File: src/rtl/cpu_run_ctrl.sv
// rtl/cpu_run_ctrl.sv - run-control sequencer for the 8-bit single-cycle CPU
//
// Holds the CPU in reset after power-up or soft reset, then gates CPU state
// updates through o_cpu_en. Supports start/resume, external halt, single-step,
// PC breakpoint, halt-opcode detection and an executed-cycle watchdog.
//
// Ports:
//   i_clk          clock
//   i_reset        asynchronous active-high reset
//   i_soft_rst     pulse: re-enter reset hold (synchronous, highest priority)
//   i_start        pulse: run from IDLE / resume from HALT
//   i_halt_req     level: stop before next instruction
//   i_step_req     pulse: execute exactly one instruction
//   i_bp_enable    breakpoint armed
//   i_bp_addr      breakpoint PC
//   i_pc           current CPU PC
//   i_instr        current CPU instruction (opcode in [23:20])
//   o_cpu_rst      registered reset to the CPU
//   o_cpu_en       CPU state-update enable
//   o_halted       high while halted
//   o_halt_cause   0 none, 1 ext, 2 bp, 3 halt-op, 4 watchdog, 5 step
//   o_cycle_count  instructions executed since last start from IDLE
module cpu_run_ctrl #(
  parameter int         PC_W        = 8,
  parameter int         CNT_W       = 16,
  parameter int         RST_CYCLES  = 4,
  parameter logic [3:0] HALT_OPCODE = 4'hF,
  parameter int         WDOG_LIMIT  = 1000
) (
  input  logic             i_clk,
  input  logic             i_reset,
  input  logic             i_soft_rst,
  input  logic             i_start,
  input  logic             i_halt_req,
  input  logic             i_step_req,
  input  logic             i_bp_enable,
  input  logic [PC_W-1:0]  i_bp_addr,
  input  logic [PC_W-1:0]  i_pc,
  input  logic [23:0]      i_instr,
  output logic             o_cpu_rst,
  output logic             o_cpu_en,
  output logic             o_halted,
  output logic [2:0]       o_halt_cause,
  output logic [CNT_W-1:0] o_cycle_count
);

  localparam logic [2:0] S_RST_HOLD = 3'd0;
  localparam logic [2:0] S_IDLE     = 3'd1;
  localparam logic [2:0] S_RUN      = 3'd2;
  localparam logic [2:0] S_STEP     = 3'd3;
  localparam logic [2:0] S_HALT     = 3'd4;

  localparam logic [2:0] C_NONE = 3'd0;
  localparam logic [2:0] C_EXT  = 3'd1;
  localparam logic [2:0] C_BP   = 3'd2;
  localparam logic [2:0] C_HOP  = 3'd3;
  localparam logic [2:0] C_WDOG = 3'd4;
  localparam logic [2:0] C_STEP = 3'd5;

  localparam int              HOLD_W    = (RST_CYCLES > 1) ? $clog2(RST_CYCLES) : 1;
  localparam logic [HOLD_W-1:0] HOLD_LAST = HOLD_W'(RST_CYCLES - 1);
  localparam logic [CNT_W-1:0]  CNT_MAX   = '1;
  localparam logic [CNT_W-1:0]  WDOG_CNT  = CNT_W'(WDOG_LIMIT);
  localparam logic              WDOG_ON   = (WDOG_LIMIT != 0);

  logic [2:0]        r_state;
  logic [HOLD_W-1:0] r_hold_cnt;
  logic              r_cpu_rst;
  logic              r_skip_bp;
  logic [2:0]        r_halt_cause;
  logic [CNT_W-1:0]  r_cycle_count;

  logic [2:0]        w_next_state;
  logic              w_is_halt_op;
  logic              w_bp_hit;
  logic              w_wdog_hit;
  logic [2:0]        w_run_stop_cause;
  logic [2:0]        w_step_stop_cause;
  logic              w_exec;
  logic              w_unused_instr;

  // Only the opcode field matters here.
  assign w_unused_instr = ^i_instr[19:0];

  assign w_is_halt_op = (i_instr[23:20] == HALT_OPCODE);
  // r_skip_bp lets a resume execute the instruction sitting on the breakpoint.
  assign w_bp_hit     = i_bp_enable && (i_pc == i_bp_addr) && !r_skip_bp;
  // Watchdog looks at executed cycles only, so halted time never counts.
  assign w_wdog_hit   = WDOG_ON && (r_cycle_count == WDOG_CNT);

  always_comb begin
    w_run_stop_cause = C_NONE;
    if (i_halt_req)        w_run_stop_cause = C_EXT;
    else if (w_bp_hit)     w_run_stop_cause = C_BP;
    else if (w_is_halt_op) w_run_stop_cause = C_HOP;
    else if (w_wdog_hit)   w_run_stop_cause = C_WDOG;

    // Breakpoint and watchdog do not apply to a single step.
    w_step_stop_cause = C_NONE;
    if (i_halt_req)        w_step_stop_cause = C_EXT;
    else if (w_is_halt_op) w_step_stop_cause = C_HOP;

    w_exec = 1'b0;
    case (r_state)
      S_RUN:   w_exec = (w_run_stop_cause == C_NONE);
      S_STEP:  w_exec = (w_step_stop_cause == C_NONE);
      default: w_exec = 1'b0;
    endcase
  end

  always_comb begin
    w_next_state = r_state;
    case (r_state)
      S_RST_HOLD: if (r_hold_cnt == HOLD_LAST) w_next_state = S_IDLE;
      S_IDLE, S_HALT: begin
        // A held halt request blocks both start and step.
        if (!i_halt_req) begin
          if (i_start)         w_next_state = S_RUN;
          else if (i_step_req) w_next_state = S_STEP;
        end
      end
      S_RUN:   if (!w_exec) w_next_state = S_HALT;
      S_STEP:  w_next_state = S_HALT;
      default: w_next_state = S_RST_HOLD;
    endcase
  end

  always_ff @(posedge i_clk or posedge i_reset) begin
    if (i_reset) begin
      r_state       <= S_RST_HOLD;
      r_hold_cnt    <= '0;
      r_cpu_rst     <= 1'b1;
      r_skip_bp     <= 1'b0;
      r_halt_cause  <= C_NONE;
      r_cycle_count <= '0;
    end else if (i_soft_rst) begin
      r_state       <= S_RST_HOLD;
      r_hold_cnt    <= '0;
      r_cpu_rst     <= 1'b1;
      r_skip_bp     <= 1'b0;
      r_halt_cause  <= C_NONE;
      r_cycle_count <= '0;
    end else begin
      r_state   <= w_next_state;
      r_cpu_rst <= (w_next_state == S_RST_HOLD);

      if (r_state == S_RST_HOLD) r_hold_cnt <= r_hold_cnt + 1'b1;

      if (w_exec && (r_cycle_count != CNT_MAX)) r_cycle_count <= r_cycle_count + 1'b1;

      case (r_state)
        S_IDLE: begin
          if (w_next_state == S_RUN) begin
            r_cycle_count <= '0;
            r_halt_cause  <= C_NONE;
            r_skip_bp     <= 1'b0;
          end else if (w_next_state == S_STEP) begin
            r_halt_cause  <= C_NONE;
          end
        end
        S_HALT: begin
          if (w_next_state == S_RUN) begin
            r_halt_cause <= C_NONE;
            r_skip_bp    <= 1'b1;
          end else if (w_next_state == S_STEP) begin
            r_halt_cause <= C_NONE;
          end
        end
        S_RUN: begin
          if (w_exec) r_skip_bp    <= 1'b0;
          else        r_halt_cause <= w_run_stop_cause;
        end
        S_STEP: begin
          r_halt_cause <= w_exec ? C_STEP : w_step_stop_cause;
        end
        default: ;
      endcase
    end
  end

  assign o_cpu_rst     = r_cpu_rst;
  assign o_cpu_en      = w_exec;
  assign o_halted      = (r_state == S_HALT);
  assign o_halt_cause  = r_halt_cause;
  assign o_cycle_count = r_cycle_count;

endmodule

File: config.mk
export PLATFORM = sky130hd
export DESIGN_NAME = cpu_run_ctrl
export DESIGN_NICKNAME = d
export VERILOG_FILES = /design/src/rtl/cpu_run_ctrl.sv
export SDC_FILE = /design/constraint.sdc
export NUM_CORES = 1
export LEC_CHECK = 0
export ABC_AREA = 1
export CAP_MARGIN = 0
export CORE_ASPECT_RATIO = 1.4
export CORE_MARGIN = 2
export CORE_UTILIZATION = 41
export CTS_BUF_LIST = sky130_fd_sc_hd__clkbuf_8 sky130_fd_sc_hd__clkbuf_16
export CTS_CLUSTER_SIZE = 16
export DETAILED_ROUTE_END_ITERATION = 12
export GPL_ROUTABILITY_DRIVEN = 0
export GPL_TIMING_DRIVEN = 0
export PLACE_DENSITY = 0.86
export SLEW_MARGIN = 20
export SYNTH_ARGS = -nofsm -noshare
export SYNTH_HDL_FRONTEND = slang
export SYNTH_SLANG_ARGS = --single-unit
File: constraint.sdc
create_clock -name i_clk -period 2 [get_ports i_clk]
set_clock_uncertainty 0.2 [all_clocks]
set_input_delay 0.3 -clock i_clk [delete_from_list [all_inputs] [get_ports i_clk]]
set_output_delay 0.3 -clock i_clk [all_outputs]
set_load 0.05 [all_outputs]
* Word level (Yosys, flattened, before mapping)
Index checks and enable logic that the tools add are counted.
** Operators by class
- Reduce and logical (&&, ||, !) cells :: 14
- Equality and inequality tests :: 16
- Add/sub/neg operators :: 2
- Muxes and demuxes :: 32
** Operator list (count)
- $mux 16 :: 4
- $mux 3 :: 15
- $add 16x1->16 const B :: 1
- $eq 16x10->1 const B :: 1
- $ne 16x16->1 const B :: 1
- $eq 3x2->1 const B :: 4
- $logic_not 3->1 :: 4
- $pmux 3 s4 :: 1
- $ne 3x3->1 const B :: 3
- $pmux 3 s3 :: 1
- $eq 8x8->1 :: 1
- $mux 2 :: 4
- $reduce_bool 4->1 :: 2
- $mux 1 :: 5
- $eq 4x4->1 const B :: 1
- $ne 4x1->1 const B :: 1
- $reduce_and 4->1 :: 1
- $eq 3x1->1 const B :: 1
- $eq 3x3->1 const B :: 1
- $logic_and 1x1->1 :: 3
- $ne 3x2->1 const B :: 1
- $pmux 1 s3 :: 1
- $reduce_and 3->1 :: 1
- $add 2x1->2 const B :: 1
- other kinds (5) :: 5
** Storage, ports and cells
- Output and inout bits :: 22
- Logic and storage cells :: 70
- Register bits :: 26

* Logic depth before layout (Yosys ltp)
Gate-level depths: netlist of run 1.
- Depth in word-level cells :: 14
- Mapped depth :: 15
- Depth with buffers taken out :: 14

* Worst setup path before layout of run 1
Ideal clock, no wire load.
- Path kind :: register to register
- From :: register r_cycle_count[0] (netlist: o_cycle_count[0])
- To :: register r_cycle_count[12] (netlist: o_cycle_count[12])
- Arrival time :: 2154 ps
- Path slack :: -471 ps
- Clock period less this slack :: 2471 ps
- Stages on the path, launching flop included :: 12
- Path through :: dfrtp_1 -> inv_2 -> ha_1 -> nand3_1 -> nor3_2 -> nand2_1 -> nand4_2 -> o21bai_4 -> buf_2 -> nand4_1 -> nand2_1 -> nor2_1
** Between the ends
- Longest elaborated chain between the ends :: 13
- Elaborated cells on any way between the ends :: 17
- Classes of those cells :: 1 x add/sub; 3 x eq/ne; 11 x mux; 2 x reduce/logical
** RTL lines
- from (decl) :: line 71 : logic [CNT_W-1:0] r_cycle_count;
- from (signal assigned) :: line 149 : if (w_exec && (r_cycle_count != CNT_MAX)) r_cycle_count <= r_cycle_count + 1'b1;
- $eq 16x10->1 * :: line 89 : assign w_wdog_hit = WDOG_ON && (r_cycle_count == WDOG_CNT);
- $mux 3 * :: line 96 : else if (w_wdog_hit) w_run_stop_cause = C_WDOG;
- $mux 3 * :: line 95 : else if (w_is_halt_op) w_run_stop_cause = C_HOP;
- $mux 3 * :: line 94 : else if (w_bp_hit) w_run_stop_cause = C_BP;
- $mux 3 * :: line 93 : if (i_halt_req) w_run_stop_cause = C_EXT;
- $logic_not 3->1 * :: line 105 : S_RUN: w_exec = (w_run_stop_cause == C_NONE);
- $pmux 1 s2 * :: line 104 : case (r_state)
- via o_cpu_en :: line 41 : output logic o_cpu_en,
- $mux 3 :: line 122 : S_RUN: if (!w_exec) w_next_state = S_HALT;
- $pmux 3 s4 :: line 113 : case (r_state)
- $eq 3x2->1 :: line 153 : if (w_next_state == S_RUN) begin
- $mux 16 :: line 153
- $mux 16 * :: line 151 : case (r_state)
- $mux 16 * :: line 136 : end else if (i_soft_rst) begin
Mark *: on every way through the listed nets, which the timed path passes. The rest lies on a longest branch.
A chain may end at the register's enable or synchronous reset.

* Worst setup path in the final report of run 1
- From :: register r_cycle_count[12] (netlist: o_cycle_count[12])
- To :: output port o_cpu_en
** Between the ends
- Longest elaborated chain between the ends :: 7
** RTL lines (line)
- $eq 16x10->1 :: 89
- $mux 3 :: 96
- $mux 3 :: 95
- $mux 3 :: 94
- $mux 3 :: 93
- $logic_not 3->1 :: 105
- $pmux 1 s2 :: 104
- to (decl) :: 41
No other way between the ends.

==> metrics list, run 1 <==
- The flow ran to the end, but the final reports show violations.
- The final reports fail on setup timing.
* Drc violations: 0
- The worst register-to-register path has a depth of 10.
* Gate count after technology mapping: 285
* Filler instances: 357
- No sink is reached through more buffers than the 2 on the longest clock path.
- In the final routed layout, each cell accounts on average for 15.9 um.
- Pwr per Cell Area: 367 mW/mm2
- Clock buffer count from CTS: 3
* Antenna Nets Post-Route: 0
* Overall track demand over capacity in global routing: 0.225
- In the final layout, the share of cells above drive strength 1 is 0.327.
- After global routing the overflow that remains totals 0.
- Synthesized area divided by synthesized cell count: 6.97 um2
- Clock-pin slew reported for the worst setup and hold paths after clock tree synthesis: 0.09 ns
* Initial antenna violation count: 0
* Critical path capture point type: primary output
* Upper clock frequency limit: 0.444 GHz
- The worst setup path is launched from a flop.
- Layout Cells excl Fill: 431
* Standard cell core area: 0.00477 mm2
* Unrepaired setup endpoints after global routing: yes
- Clock latency at the later pin of the worst-skew pair: 0.28 ns
- Relative to the synthesized area, the layout overhead comes to 61.4%.
- Detailed placement ended at an HPWL of 4.03 mm.
- In this run the vertical extent of the chip is 86.4 um.
* CTS root buffer: sky130_fd_sc_hd__clkbuf_8
- H-tree lvl count: 1
* Number of violations reported at the end of detailed-routing iteration 0: 101
- The endpoint identified for the worst register-to-register timing path is o_cycle_count[6]$_DFF_PP0_.
- Cell at the slowest stage of the critical path: sky130_fd_sc_hd__dfrtp_1
- Aggregate routed wire length: 6.84 mm
- Synthesized-area fraction occupied by and/or/nand/nor cells: 0.426
* Worst hold-check path type: in -> async
- 0 antenna diodes ended up in the layout.
- The most critical setup path has its endpoint at o_cpu_en.
- Of the total synthesized cell area, the portion taken by XOR and XNOR cells is 0.0617.
* Start point of the critical path: o_cycle_count[12]$_DFF_PP0_
* Total number of vias: 2329
- Buffers on Ports: 48
* Final hold vios: 0
* Total Negative Setup Slacks: -3.47 ns
* Delay of the slowest critical-path stage: 0.44 ns
- For the worst setup path, the data required time is 1.50 ns.
- In this run the static leakage power is 1.70 nW.
- Along the worst path, the maximum fanout reaches 4.
- Across all register-to-register paths, the minimum setup slack is -0.24 ns.
* Max Cap Viol: 0
- Counting distinct cell types in the post-synthesis netlist gives 31.
- The critical path is of the reg -> out type.
- VDD IR max: 250 uV
- Most common cell type on the critical path: sky130_fd_sc_hd__buf_12
- For the pin with the worst max-slew slack, the measured transition is 0.590 ns.
- Width of the chip: 62.8 um
- Number of ports placed on the die boundary: 69
- STA puts the critical path data arrival time at 1.75 ns.
* YS warnings: 0
- Of the post-synthesis cell area, the part taken by muxes is 0.
- In this run the cell area of the synthesized design comes to 0.00199 mm2.
* Final Net Count: 418
* Compound-cell area share of the yosys netlist: 0.0598
- The number of global-route vias before repair was 2196.
* Largest family of logic cells by synthesized area: simple AND/OR/NAND/NOR gates
* Number of pins exceeding their max-slew limit in the final report: 0
* Fraction of the yosys area taken by sequential cells: 0.328
* Net count after synthesis: 335
* Count of hold buffers inserted by post-cts repair: 0
* Flip-flop and latch count after synthesis: 26
* Launch instance of the worst register-to-register path: r_state[2]$_DFF_PP0_
- Of the available clock period, the critical path in the final layout requires 1.13.
- The floorplan has 30 rows.
- The initial utilization of the core area, before any placement, comes to 0.417.
* Total iterations of the first detailed-routing run: 5
* Average via count per standard cell: 5.40
- Worst setup margin: -0.254 ns
- Endpoints failing setup: 20
* CTS tree: done
* Dpl ws: -1.11 ns
* CP Cell Sequence: inv_2, nand4_1, nor2_2, nand2_2, nand4_4, o21bai_4, buf_12, buf_12
- In this run the tightest slew margin relative to its limit is 0.606.
- Wire length of the first global-routing pass: 9.72 mm
* Minimum clock period after layout: 2.25 ns
- Die Footprint: 0.00543 mm2
- Post-synthesis share of cell area spent on full adders, half adders and majority gates: 0.0189
* Number of sinks on the clock net: 26
- Maximum number of pins on one net before global-route repair: 27
- After detailed placement, the design holds a cell count of 397.
==> routing by layer <==
layer | up-vias | GRT usage | wire, um
li1 | 1066 | - | -
met1 | 1075 | 0.214 | 2270
met2 | 141 | 0.464 | 3660
met3 | 47 | 0.0338 | 460
met4 | 0 | 0.105 | 444
met5 | - | 0 | 0
==> cells by family (layout without fill, tap and decap cells) <==
family / Yosys count / after routing
and+or+nand+nor: 172 / 172
buffers and inverters: 51 / 133
DFF: 26 / 26
AOI/OAI and AO/OA: 19 / 19
xor gates and xnor gates: 14 / 14
adders and majority gates: 3 / 3
==> per-stage QoR <==
stage / utilization / hold WS [ns] / instance area [um2] / total power, mW
floorplan: - / 0.139 / 2060 / 0.718
global placement: 0.549 / 0.259 / 2620 / 0.812
detailed placement: 0.549 / 0.260 / 2620 / 0.821
CTS: 0.593 / 0.277 / 2830 / 1.15
finish: 0.673 / 0.191 / 3210 / 1.18
global route: 0.673 / 0.265 / 3210 / 1.23
==> where the power goes <==
part,leakage (nW),switching [mW],internal [mW]
sequential,0.337,0.0152,0.544
combinational,1.34,0.172,0.135
clock,0.0269,0.172,0.138
==> flip-flops by register name, summed over array words and instances, names as in the netlist <==
signal and flops:
r_state 3, o_halt_cause 3, o_cpu_rst 1, o_cycle_count 16
r_hold_cnt 2, r_skip_bp 1
==> synth_stat cells <==
| cell | instances | share of area |
|---|---|---|
| sky130_fd_sc_hd__a21oi_1 | 5 | 0.013 |
| sky130_fd_sc_hd__nand3b_1 | 1 | 0.0038 |
| sky130_fd_sc_hd__nand3_2 | 1 | 0.0050 |
| sky130_fd_sc_hd__o21ai_1 | 4 | 0.010 |
| sky130_fd_sc_hd__a22oi_2 | 1 | 0.0063 |
| sky130_fd_sc_hd__nand3_4 | 1 | 0.0088 |
| sky130_fd_sc_hd__o21bai_4 | 1 | 0.0094 |
| sky130_fd_sc_hd__nor2_2 | 14 | 0.044 |
| sky130_fd_sc_hd__buf_6 | 2 | 0.011 |
| sky130_fd_sc_hd__o211ai_1 | 1 | 0.0038 |
| sky130_fd_sc_hd__o21ai_0 | 7 | 0.018 |
| sky130_fd_sc_hd__inv_2 | 8 | 0.015 |
| sky130_fd_sc_hd__dfstp_2 | 1 | 0.013 |
| sky130_fd_sc_hd__nor4_1 | 2 | 0.0063 |
| sky130_fd_sc_hd__nand2_1 | 75 | 0.14 |
| sky130_fd_sc_hd__ha_1 | 3 | 0.019 |
| sky130_fd_sc_hd__nor3_2 | 3 | 0.015 |
| sky130_fd_sc_hd__nor2_1 | 26 | 0.049 |
| sky130_fd_sc_hd__inv_1 | 38 | 0.072 |
| sky130_fd_sc_hd__nand4_2 | 1 | 0.0063 |
| sky130_fd_sc_hd__nor4_4 | 1 | 0.011 |
| sky130_fd_sc_hd__buf_2 | 2 | 0.0050 |
| sky130_fd_sc_hd__xor2_1 | 14 | 0.062 |
| sky130_fd_sc_hd__dfrtp_1 | 25 | 0.31 |
| sky130_fd_sc_hd__nand2_4 | 3 | 0.017 |
| sky130_fd_sc_hd__nand4_1 | 8 | 0.025 |
| sky130_fd_sc_hd__clkbuf_1 | 1 | 0.0019 |
| sky130_fd_sc_hd__nand2_2 | 1 | 0.0032 |
| sky130_fd_sc_hd__nand3_1 | 26 | 0.065 |
| sky130_fd_sc_hd__nor3_1 | 8 | 0.020 |
| sky130_fd_sc_hd__nor4b_1 | 1 | 0.0044 |
==> layout make-up <==
cell class / count / area, um2 / area share
clock buffers: 3 / 41.3 / 0.0129
flip-flops and latches: 26 / 667 / 0.208
plain buffers: 5 / 63.8 / 0.0199
well taps: 64 / 80.1 / 0.0250
clock inverters: 1 / 3.75 / 0.00117
repair buffers: 78 / 831 / 0.259
inverters: 46 / 178 / 0.0554
multi-input cells: 208 / 1340 / 0.419
==> cell usage in the layout (no fill, tap or decap), types with 2 or more instances in the layout <==
cell type	synthesis	routed
sky130_fd_sc_hd__a21oi_1	5	4
sky130_fd_sc_hd__o21ai_0	7	5
sky130_fd_sc_hd__nand3_2	1	4
sky130_fd_sc_hd__nor2_4	0	13
sky130_fd_sc_hd__inv_2	8	13
sky130_fd_sc_hd__o21ai_1	4	4
sky130_fd_sc_hd__nor3_1	8	7
sky130_fd_sc_hd__nand3_4	1	3
sky130_fd_sc_hd__buf_6	2	5
sky130_fd_sc_hd__nand4_1	8	8
sky130_fd_sc_hd__dfrtp_1	25	13
sky130_fd_sc_hd__nor2_1	26	20
sky130_fd_sc_hd__nand2_8	0	2
sky130_fd_sc_hd__nor3_4	0	2
sky130_fd_sc_hd__clkbuf_8	0	3
sky130_fd_sc_hd__o21ai_2	0	2
sky130_fd_sc_hd__nor2_2	14	7
sky130_fd_sc_hd__buf_4	0	20
sky130_fd_sc_hd__xor2_1	14	14
sky130_fd_sc_hd__inv_4	0	2
sky130_fd_sc_hd__nand2_1	75	67
sky130_fd_sc_hd__dlymetal6s2s_1	0	18
sky130_fd_sc_hd__dfrtp_2	0	12
sky130_fd_sc_hd__inv_1	38	32
sky130_fd_sc_hd__buf_12	0	6
sky130_fd_sc_hd__nand2_2	1	9
sky130_fd_sc_hd__nor3_2	3	2
sky130_fd_sc_hd__clkdlybuf4s50_1	0	13
sky130_fd_sc_hd__nand3_1	26	21
sky130_fd_sc_hd__dlygate4sd2_1	0	15
sky130_fd_sc_hd__buf_2	2	2
sky130_fd_sc_hd__nor4_1	2	2
==> worst max-delay path, delay by kind of cell (launching register included) <==
| family | cells | cell delay (ns) |
|---|---|---|
| buffers and inverters | 3 | 0.37 |
| flip-flops | 1 | 0.44 |
| AO/OA/AOI/OAI | 1 | 0.11 |
| AND/OR/NAND/NOR | 4 | 0.56 |
==> how the worst min path moves through the flow <==
stage | start | endpoint | slack, ns | depth (start not counted)
floorplan | i_reset | o_cycle_count[12]$_DFF_PP0_ | 0.14 | 1
global placement | r_hold_cnt[0]$_DFFE_PP0P_ | r_hold_cnt[0]$_DFFE_PP0P_ | 0.26 | 1
detailed placement | r_hold_cnt[0]$_DFFE_PP0P_ | r_hold_cnt[0]$_DFFE_PP0P_ | 0.26 | 1
CTS | r_hold_cnt[0]$_DFFE_PP0P_ | r_hold_cnt[0]$_DFFE_PP0P_ | 0.28 | 1
global route | i_reset | o_cycle_count[9]$_DFF_PP0_ | 0.26 | 2
finish | i_reset | o_cycle_count[3]$_DFF_PP0_ | 0.19 | 2
==> repair_timing <==
item,in CTS,in global routing
cloned,1,1
endpoints found under the setup margin,33,26
buffers inserted,11,17
pin swaps,8,26
gates resized for setup,38,67
No activity file was read; power rests on OpenSTA's default activity.
==> run 2: changes to the inputs <==
- TNS_END_PERCENT: default -> 50
- clock period: 2 -> 1.99 ns (I/O delays scaled with it)
==> metrics list, run 2 (synthesis results as in run 1) <==
* Number of flip-flops in the largest register: 16 (unchanged)
- Outcome: finished with violations (unchanged).
- Total number of vias: 2146 (was 2329)
- Final hold vios: 0 (unchanged)
* Number of global-route vias before repair: 2120 (was 2196)
* Max Cap Viol: 0 (unchanged)
- Required time of the critical path: 1.49 ns (was 1.50 ns)
- Dpl ws: -1.07 ns (was -1.11 ns)
* Slew Limit Headroom: 0.620 (was 0.606)
- The final global-route overflow total came to 0 (unchanged).
- Routed len/inst: 13.7 um (was 15.9 um)
- Antenna Nets Post-Route: 0 (unchanged)
* Diodes inserted: 0 (unchanged)
- Endpoints failing setup: 16 (was 20)
* Die Footprint: 0.00543 mm2 (unchanged)
- The remaining routing DRC violations was 0 (unchanged).
- The growth of design area from synthesis to finish was 45.7% (was 61.4%).
- The worst voltage drop across the vdd grid came to 230 uV (was 250 uV).
* Slew at the pin closest to its max-slew limit: 0.570 ns (was 0.590 ns)
- The number of nets in the layout is 400 (was 418).
- Path type of the worst setup path: in -> out (was reg -> out)
- Unrepaired setup endpoints after global routing: yes (unchanged).
* Overall track demand over capacity in global routing: 0.213 (was 0.225)
- Violations in the final reports: setup timing (unchanged).
* Number of pins exceeding their max-slew limit in the final report: 0 (unchanged)
* CTS root buffer: sky130_fd_sc_hd__clkbuf_8 (unchanged)
- Commonest cells after routing, fill and taps aside: 73 x sky130_fd_sc_hd__nand2_1, 36 x sky130_fd_sc_hd__inv_1, 24 x sky130_fd_sc_hd__nor2_1 (was 67 x sky130_fd_sc_hd__nand2_1, 32 x sky130_fd_sc_hd__inv_1, 21 x sky130_fd_sc_hd__nand3_1)
* Maximum number of pins on one net before global-route repair: 27 (unchanged)
- For this run, the top clock speed supported by timing is 0.449 GHz.
- The largest buffer count on any clock path came to 2 (unchanged).
- The floorplan row count is 30 (unchanged).
* Starting Density: 0.417 (unchanged)
- Pwr per Cell Area: 438 mW/mm2 (was 367 mW/mm2)
- Buffers on Ports: 48 (unchanged)
* Standard cell core area: 0.00477 mm2 (unchanged)
- Leakage power: 1.55 nW (was 1.70 nW)
- Filler instances: 418 (was 357)
- The proportion of layout cells with a drive suffix above 1 came to 0.241 (was 0.327).
* Width of the chip: 62.8 um (unchanged)
- The total placed cells including tap cells came to 397 (unchanged).
- The largest fanout on the critical path came to 2 (was 4).
- Element type at the critical path start: primary input (was flop)
- The total iterations of the first detailed-routing run is 5 (unchanged).
* Clock-pin slew reported for the worst setup and hold paths after clock tree synthesis: 0.09 ns (about the same)
- Arrival @ worst endpoint: 1.73 ns (was 1.75 ns)
- The number of buffers added by the clock tree synthesis step is 3 (unchanged).
- Worst setup margin: -0.235 ns (was -0.254 ns)
* Count of hold buffers inserted by post-cts repair: 0 (unchanged)
- Worst hold-check path type: in -> async (unchanged)
- Initial antenna violation count: 0 (unchanged)
- After layout, the minimum clock period comes to 2.23 ns.
* Layout Cells excl Fill: 413 (was 431)
* Final clock period utilization by the worst path: 1.12
- The per-cell via count in the routed design came to 5.20 (was 5.40).
- The CTS sink count came to 26 (unchanged).
- The overall die height came to 86.4 um (unchanged).
- Aggregate routed wire length: 5.67 mm (was 6.84 mm)
* Number of ports placed on the die boundary: 69 (unchanged)
- Wire length of the first global-routing pass: 9.29 mm (was 9.72 mm)
* Number of violations reported at the end of detailed-routing iteration 0: 90 (was 101)
- The H-tree depth is 1 (unchanged).
- The insertion delay of the later-clocked pin in the worst-skew pair is 0.28 ns (about the same).
- Most common cell after layout, fill and taps aside: sky130_fd_sc_hd__nand2_1 (unchanged)
- The nature of the critical path endpoint is a primary output (unchanged).
* Sum of net half-perimeters after detailed placement: 3.87 mm (was 4.03 mm)
- The clock tree from TritonCTS was done (unchanged).
-- run 2: cell types whose count changed in the layout (fill, tap and decap cells not counted), sizes merged --
cell           before  now
dlymetal6s2s       18   14
bufinv              0    1
bufbuf              0    1
clkdlybuf4s50      13   16
clkbuf              5    4
inv                47   46
dlygate4sd2        15   16
buf                35   17
-- run 2: layout make-up --
cell class	instances	area (um2)	area share
Buffer	5	63.8	0.0220
Clock buffer	3	41.3	0.0143
Clock inverter	1	30.0	0.0104
Inverter	46	178	0.0614
Multi-Input combinational cell	208	1210	0.419
Sequential cell	26	668	0.231
Tap cell	64	80.1	0.0277
Timing Repair Buffer	60	619	0.214
-- run 2: metal layers --
metal / share of wire / GRT usage / vias up
li1: - / - / 1036
met1: 0.38 / 0.224 / 988
met2: 0.53 / 0.433 / 105
met3: 0.063 / 0.0299 / 17
met4: 0.027 / 0.0566 / 0
met5: 0 / 0 / -
-- run 2: worst max-delay path: stages --
cell and delay, ns:
sky130_fd_sc_hd__clkdlybuf4s50_1 0.48, sky130_fd_sc_hd__xor2_1 0.17, sky130_fd_sc_hd__nor2_1 0.07, sky130_fd_sc_hd__nand3_2 0.10, sky130_fd_sc_hd__nand4_4 0.14, sky130_fd_sc_hd__o21bai_4 0.21, sky130_fd_sc_hd__buf_12 0.13, sky130_fd_sc_hd__buf_12 0.12
-- run 2: path summary, 6_finish.rpt --
check / slack, ns / startpoint / cells after the start / endpoint
worst max-delay path: -0.24 / i_bp_addr[2] / 8 / o_cpu_en
worst min-delay path: 0.19 / i_reset / 2 / r_hold_cnt[0]$_DFFE_PP0P_
worst max register to register: -0.20 / o_cycle_count[0]$_DFF_PP0_ / 10 / o_cycle_count[10]$_DFF_PP0_
worst min register to register: 0.30 / r_hold_cnt[0]$_DFFE_PP0P_ / 1 / r_hold_cnt[0]$_DFFE_PP0P_
max in group asynchronous: 0.99 / i_reset / 2 / o_cycle_count[14]$_DFF_PP0_
min in group i_clk: 0.30 / r_hold_cnt[0]$_DFFE_PP0P_ / 1 / r_hold_cnt[0]$_DFFE_PP0P_
-- run 2: where the power goes --
part	leakage (nW)	internal, mW	total [mW]	switching, mW
clock	0.0357	0.270	0.447	0.178
combinational	1.18	0.111	0.259	0.148
sequential	0.335	0.547	0.562	0.0154
-- run 2: stage by stage --
| stage | setup TNS [ns] | util | hold slack [ns] | cell area (um2) | total power, mW |
|---|---|---|---|---|---|
| 6_report | -2.26 | 0.607 | 0.192 | 2890 | 1.27 |
| 5_1_grt | -4.03 | 0.607 | 0.251 | 2890 | 1.33 |
| 4_1_cts | -1.68 | 0.590 | 0.299 | 2810 | 1.28 |
| 3_5_place_dp | -8.43 | 0.550 | 0.283 | 2620 | 0.821 |
| 3_3_place_gp | -7.18 | 0.550 | 0.261 | 2620 | 0.815 |
| 2_1_floorplan | -0.210 | - | 0.137 | 2060 | 0.722 |
-- run 2: repair_timing --
item / 4_1_cts / 5_1_grt
resized for setup: 36 / 23
pin swaps: 5 / 10
setup endpoints to repair: 32 / 23
buffers inserted: 7 / 4
gates cloned: 1 / 0
